===== config.mk =====
export PLATFORM = sky130hd
export DESIGN_NAME = exception_sequencer_flat
export DESIGN_NICKNAME = d
export VERILOG_FILES = /design/src/rtl/exception_sequencer_if.sv /design/src/rtl/exception_sequencer.sv /design/src/flat_wrapper.sv
export SDC_FILE = /design/constraint.sdc
export NUM_CORES = 1
export LEC_CHECK = 0
export ABC_AREA = 0
export BUFFER_PORTS_ARGS = -buffer_cell sky130_fd_sc_hd__buf_2
export CORE_MARGIN = 8
export CORE_UTILIZATION = 40
export DETAILED_ROUTE_END_ITERATION = 10
export PLACE_DENSITY = 0.72
export SLEW_MARGIN = 20
export SYNTH_ARGS = -nofsm -noshare
export SYNTH_HDL_FRONTEND = slang
export SYNTH_SLANG_ARGS = --single-unit
export TNS_END_PERCENT = 100

===== constraint.sdc =====
create_clock -name clk -period 2.7 [get_ports clk]
set_input_delay 0.675 -clock clk [delete_from_list [all_inputs] [get_ports clk]]
set_output_delay 0.675 -clock clk [all_outputs]
set_load 0.1 [all_outputs]

===== src/rtl/exception_sequencer_if.sv =====
// rtl/exception_sequencer_if.sv - exception sequencer signal bundle (status ports under EXC_STATUS_EN)
interface exception_sequencer_if;
   logic        exc_opcode_i;
   logic        exc_overflow_i;
   logic        exc_div0_i;
   logic [31:0] pc_i;
   logic [31:0] mem_data_i;
   logic [1:0]  excpt_ctrl_o;
   logic        mem_addr_sel_o;
   logic        mem_rd_o;
   logic [31:0] epc_o;
   logic [31:0] pc_o;
   logic        pc_wr_o;
   logic        busy_o;
`ifdef EXC_STATUS_EN
   logic [1:0]  cause_o;
   logic [0:0]  lost_o;
`endif

   // Environment side: raises requests, supplies PC and memory data
   modport master (
      output exc_opcode_i, exc_overflow_i, exc_div0_i, pc_i, mem_data_i,
      input  excpt_ctrl_o, mem_addr_sel_o, mem_rd_o, epc_o, pc_o, pc_wr_o, busy_o
`ifdef EXC_STATUS_EN
      , input cause_o, lost_o
`endif
   );

   // Sequencer side
   modport slave (
      input  exc_opcode_i, exc_overflow_i, exc_div0_i, pc_i, mem_data_i,
      output excpt_ctrl_o, mem_addr_sel_o, mem_rd_o, epc_o, pc_o, pc_wr_o, busy_o
`ifdef EXC_STATUS_EN
      , output cause_o, lost_o
`endif
   );
endinterface


===== src/rtl/exception_sequencer.sv =====
// rtl/exception_sequencer.sv - exception prioritiser, EPC save and vector fetch sequencer (optional EXC_STATUS_EN status ports)
module exception_sequencer #(
   parameter int unsigned MEM_LATENCY = 2,
   parameter logic [31:0] EPC_OFFSET  = 32'd4
) (
   input logic                   clk,
   input logic                   reset,
   exception_sequencer_if.slave  bus
);

   typedef enum logic [2:0] {
      IDLE   = 3'd0,
      READ   = 3'd1,
      WAIT   = 3'd2,
      LOAD   = 3'd3,
      COMMIT = 3'd4
   } state_t;

   // Number of WAIT cycles between the read strobe and the data sample
   localparam logic [3:0] LAT_M1 = 4'(MEM_LATENCY - 1);

   state_t      state_q;
   logic [3:0]  cnt_q;
   logic [1:0]  ctrl_q;
   logic [31:0] epc_q;
   logic [31:0] pc_q;
   logic        mem_rd_q;
   logic        addr_sel_q;
   logic        pc_wr_q;
   logic        busy_q;
`ifdef EXC_STATUS_EN
   logic [1:0]  cause_q;
   logic        lost_q;
`endif

   logic        any_req;
   logic        multi_req;
   logic [1:0]  req_code;

   // Priority encode the raw requests: div0 > overflow > opcode
   always_comb begin
      any_req   = bus.exc_div0_i | bus.exc_overflow_i | bus.exc_opcode_i;
      multi_req = (bus.exc_div0_i & (bus.exc_overflow_i | bus.exc_opcode_i)) |
                  (bus.exc_overflow_i & bus.exc_opcode_i);
      req_code  = 2'b00;
      if (bus.exc_div0_i)
         req_code = 2'b10;
      else if (bus.exc_overflow_i)
         req_code = 2'b01;
   end

   // Sequencer FSM with all outputs registered
   always_ff @(posedge clk) begin
      if (reset) begin
         state_q    <= IDLE;
         cnt_q      <= 4'd0;
         ctrl_q     <= 2'b00;
         epc_q      <= 32'd0;
         pc_q       <= 32'd0;
         mem_rd_q   <= 1'b0;
         addr_sel_q <= 1'b0;
         pc_wr_q    <= 1'b0;
         busy_q     <= 1'b0;
`ifdef EXC_STATUS_EN
         cause_q    <= 2'b00;
         lost_q     <= 1'b0;
`endif
      end else begin
`ifdef EXC_STATUS_EN
         // Anything raised while a sequence runs is dropped; remember that
         if (busy_q && any_req)
            lost_q <= 1'b1;
`endif
         case (state_q)
            IDLE: begin
               mem_rd_q   <= 1'b0;
               pc_wr_q    <= 1'b0;
               addr_sel_q <= 1'b0;
               busy_q     <= 1'b0;
               if (any_req) begin
                  ctrl_q     <= req_code;
                  epc_q      <= bus.pc_i - EPC_OFFSET;
                  mem_rd_q   <= 1'b1;
                  addr_sel_q <= 1'b1;
                  busy_q     <= 1'b1;
                  state_q    <= READ;
`ifdef EXC_STATUS_EN
                  cause_q    <= req_code;
                  if (multi_req)
                     lost_q <= 1'b1;
`endif
               end
            end
            READ: begin
               mem_rd_q <= 1'b0;
               cnt_q    <= LAT_M1;
               state_q  <= (MEM_LATENCY == 1) ? LOAD : WAIT;
            end
            WAIT: begin
               cnt_q <= cnt_q - 4'd1;
               if (cnt_q <= 4'd1)
                  state_q <= LOAD;
            end
            LOAD: begin
               // Vector table holds byte-wide handler addresses
               pc_q       <= {24'b0, bus.mem_data_i[7:0]};
               pc_wr_q    <= 1'b1;
               addr_sel_q <= 1'b0;
               state_q    <= COMMIT;
            end
            COMMIT: begin
               pc_wr_q <= 1'b0;
               busy_q  <= 1'b0;
               state_q <= IDLE;
            end
            default: begin
               mem_rd_q   <= 1'b0;
               pc_wr_q    <= 1'b0;
               addr_sel_q <= 1'b0;
               busy_q     <= 1'b0;
               state_q    <= IDLE;
            end
         endcase
      end
   end

   assign bus.excpt_ctrl_o   = ctrl_q;
   assign bus.epc_o          = epc_q;
   assign bus.pc_o           = pc_q;
   assign bus.mem_rd_o       = mem_rd_q;
   assign bus.mem_addr_sel_o = addr_sel_q;
   assign bus.pc_wr_o        = pc_wr_q;
   assign bus.busy_o         = busy_q;
`ifdef EXC_STATUS_EN
   assign bus.cause_o        = cause_q;
   assign bus.lost_o         = lost_q;
`endif

endmodule


===== src/flat_wrapper.sv =====
// flat-port wrapper written by rule: the top's interface ports become plain ports
module exception_sequencer_flat 
#(
   parameter int unsigned MEM_LATENCY = 2,
   parameter logic [31:0] EPC_OFFSET  = 32'd4
)
  (clk, reset, bus_exc_opcode_i, bus_exc_overflow_i, bus_exc_div0_i, bus_pc_i, bus_mem_data_i, bus_excpt_ctrl_o, bus_mem_addr_sel_o, bus_mem_rd_o, bus_epc_o, bus_pc_o, bus_pc_wr_o, bus_busy_o);
  exception_sequencer_if bus_i ();
  input logic clk;
  input logic reset;
  input wire logic [$bits(bus_i.exc_opcode_i)-1:0] bus_exc_opcode_i;
  input wire logic [$bits(bus_i.exc_overflow_i)-1:0] bus_exc_overflow_i;
  input wire logic [$bits(bus_i.exc_div0_i)-1:0] bus_exc_div0_i;
  input wire logic [$bits(bus_i.pc_i)-1:0] bus_pc_i;
  input wire logic [$bits(bus_i.mem_data_i)-1:0] bus_mem_data_i;
  output wire logic [$bits(bus_i.excpt_ctrl_o)-1:0] bus_excpt_ctrl_o;
  output wire logic [$bits(bus_i.mem_addr_sel_o)-1:0] bus_mem_addr_sel_o;
  output wire logic [$bits(bus_i.mem_rd_o)-1:0] bus_mem_rd_o;
  output wire logic [$bits(bus_i.epc_o)-1:0] bus_epc_o;
  output wire logic [$bits(bus_i.pc_o)-1:0] bus_pc_o;
  output wire logic [$bits(bus_i.pc_wr_o)-1:0] bus_pc_wr_o;
  output wire logic [$bits(bus_i.busy_o)-1:0] bus_busy_o;
  assign bus_i.exc_opcode_i = bus_exc_opcode_i;
  assign bus_i.exc_overflow_i = bus_exc_overflow_i;
  assign bus_i.exc_div0_i = bus_exc_div0_i;
  assign bus_i.pc_i = bus_pc_i;
  assign bus_i.mem_data_i = bus_mem_data_i;
  assign bus_excpt_ctrl_o = bus_i.excpt_ctrl_o;
  assign bus_mem_addr_sel_o = bus_i.mem_addr_sel_o;
  assign bus_mem_rd_o = bus_i.mem_rd_o;
  assign bus_epc_o = bus_i.epc_o;
  assign bus_pc_o = bus_i.pc_o;
  assign bus_pc_wr_o = bus_i.pc_wr_o;
  assign bus_busy_o = bus_i.busy_o;
  exception_sequencer #(.MEM_LATENCY(MEM_LATENCY), .EPC_OFFSET(EPC_OFFSET)) u_core (.clk(clk), .reset(reset), .bus(bus_i));
endmodule

==> impl_metrics.json <==
{
  "status": "completed",
  "first_iter_violations": 73,
  "nNetsFinal": 487,
  "dpl-instance-area_sq_um": 3200,
  "clock_sinks": 53,
  "ios": 139,
  "clock_latency_ns": 0.30,
  "final_util_pct": 48.6,
  "ys_seq_area_share_pct": 38.4,
  "num_vias": 2459,
  "mostFrequentLayoutCell": "buf_2",
  "port_buffers": 90,
  "cts_setup_buffers": 0,
  "synth_ff_type": "dfxtp_1",
  "initial_utilization_pct": 40.9,
  "cellPowerDensity_nw_per_um2": 1130,
  "report.final.slew_viol_count": 0,
  "fin_area_sq_um": 3280,
  "ant_nets": 0,
  "clk_path_buf_depth": 2,
  "hp-class": "reg -> reg",
  "peakVddDrop_uv": 649,
  "cts_root_buf": "clkbuf_8",
  "crit_arrival_ns": 2.45,
  "required_ns": 2.93,
  "netlist_area_sq_um": 2760,
  "row_count": 30,
  "grt_setup_unrepaired": "false",
  "synthAdderAreaFrac_pct": 1.36,
  "cts_buffers": 5,
  "cp_common_cell": "or4_4",
  "synth_top_family_by_area": "simple AND/OR/NAND/NOR gates",
  "fill_cells": 700,
  "hold_viol": 0,
  "synth_area_leaders": "dfxtp_1, nor2_1, a211oi_1",
  "clock_skew_ns": 0.00546,
  "dp_cells": 488,
  "period_share_pct": 82.1,
  "dp_hpwl_um": 5190,
  "grt_max_degree": 41,
  "area.growth.synth_to_final_pct": 18.8,
  "avgSynthCellArea_sq_um": 8.29,
  "synth_compound_area_share_pct": 15.8,
  "crit_type": "in -> reg",
  "relSlewSlack_pct": 54.4,
  "synthArstFlopShare_pct": 0,
  "grtUsageTotal_pct": 13.5,
  "synth_cells": 333,
  "grt_overflow": 0,
  "setup_viol_count_final": 0,
  "fin_crit_ns": 2.22,
  "crit_path_end_kind": "flip-flop",
  "power_w": 0.00371,
  "leakagePower_nw": 1.40,
  "grt_pass1_vias": 2535,
  "synthSimpleGateAreaFrac_pct": 25.0,
  "synth_xor_area_share_pct": 7.61,
  "drc": 0,
  "synth_cell_types": 46,
  "fmax_mhz": 451,
  "ys_seq_elements": 53,
  "final_cells": 496,
  "path_clk_slew_ns": 0.09,
  "cp_slowest_cell": "or4_4",
  "hold_buffers": 0,
  "max_stage_delay_ns": 0.55,
  "setup_tns_ns": 0,
  "die_w_um": 99.1,
  "synth_top_cell_by_area": "dfxtp_1",
  "yosysWarnings": 0,
  "cts_tree": "built",
  "gp_congestion": 0.791,
  "drive_gt1_share_pct": 30.3,
  "via_per_inst": 4.96,
  "die-area_sq_um": 9820,
  "muxShareOfSynthArea_pct": 1.09,
  "most-common-layout-cells": "buf_2, dfxtp_1, nor2_1",
  "drt-total-wl_um": 6690,
  "fp.dieH_um": 99.1,
  "tightest_slew_ns": 0.684,
  "core_sq_um": 6760,
  "synth_edf_count": 0,
  "cap_violations": 0,
  "grt_pass1_wl_um": 11200,
  "worst-path-max-fanout": 7,
  "first_pass_iters": 4,
  "cts.repair.resized": 0,
  "crit_chain": "buf_2, or4_4, or4_4, nor4b_2, xnor2_1, a211oi_2",
  "antennaDiodeCount": 0,
  "cp-start-kind": "input pin",
  "wl_per_cell_um": 13.5,
  "cts_htree_levels": 2,
  "antenna_found_initial": 0,
  "synth_top_area_share_pct": 38.4
}
==> through the flow <==
stage / hold WS [ns] / setup WS, ns
after floorplan: 0.480 / 0.307
after global placement: 0.440 / 0.207
after detailed placement: 0.446 / 0.180
after CTS: 0.460 / 0.483
after global routing: 0.484 / 0.367
final: 0.456 / 0.484
==> worst paths after layout <==
check             slack, ns               start  depth (start not counted)                    to
setup / recovery       0.48        bus_pc_i[14]                          6  u_core.bus.epc_o[28]
hold / removal         0.46  u_core.bus.pc_o[1]                          2    u_core.bus.pc_o[1]
setup reg to reg       0.76   u_core.state_q[0]                          5  u_core.bus.epc_o[14]
hold reg to reg        0.46  u_core.bus.pc_o[1]                          2    u_core.bus.pc_o[1]
==> flip-flops by register name, indices dropped and copies added, names as in the netlist <==
| register | count |
|---|---|
| u_core.bus.mem_addr_sel_o | 1 |
| u_core.bus.pc_o | 8 |
| u_core.bus.mem_rd_o | 1 |
| u_core.bus.epc_o | 32 |
| u_core.bus.pc_wr_o | 1 |
| u_core.state_q | 3 |
| u_core.cnt_q | 4 |
| u_core.bus.busy_o | 1 |
| u_core.bus.excpt_ctrl_o | 2 |
==> critical path, delay by kind of cell <==
| kind | cells | cell delay (ns) |
|---|---|---|
| compound gates | 1 | 0.20 |
| xor+xnor | 1 | 0.12 |
| buf+inv | 1 | 0.11 |
| simple gates | 3 | 1.33 |
==> synth_stat cells (7+ instances only) <==
library cell,n
buf_4,24
o21ai_0,10
dfxtp_1,53
xor2_1,7
nor3_1,16
clkbuf_1,20
a211oi_1,24
nor2_1,51
a21oi_1,16
xnor2_1,17
nand2_1,25
==> layout make-up <==
| class | count | area, sq um | share of cell area, % |
|---|---|---|---|
| Multi-Input combinational cell | 251 | 1500 | 45.7 |
| Tap cell | 80 | 100 | 3.05 |
| Clock buffer | 5 | 68.8 | 2.10 |
| Timing Repair Buffer | 98 | 510 | 15.6 |
| Sequential cell | 53 | 1060 | 32.3 |
| Inverter | 6 | 22.5 | 0.686 |
| Clock inverter | 3 | 17.5 | 0.534 |
==> where the power goes <==
part | switching (W) | total (W) | leakage (nW) | internal (W)
logic | 0.00179 | 0.00219 | 0.914 | 0.000394
clock network | 0.000259 | 0.000439 | 0.0439 | 0.000180
registers | 0.000112 | 0.00108 | 0.438 | 0.000973
==> cell families (layout without fill, tap and decap cells) <==
kind of cell | Yosys count | in the layout
and+or+nand+nor | 133 | 133
AOI/OAI and AO/OA | 64 | 64
DFF | 53 | 53
buffers and inverters | 52 | 112
xor gates and xnor gates | 24 | 24
adders and majority gates | 3 | 3
muxes | 3 | 3
other | 1 | 24
==> metal layers <==
layer	part of all wire (%)	GRT usage, %	wire, um	up-vias
li1	-	-	-	1276
met1	44	15.2	2970	1104
met2	48	23.8	3240	72
met3	6.0	4.23	404	7
met4	1.2	4.19	77	0
met5	0	0	0	-
Note: power is estimated with default switching activity, not from simulation.
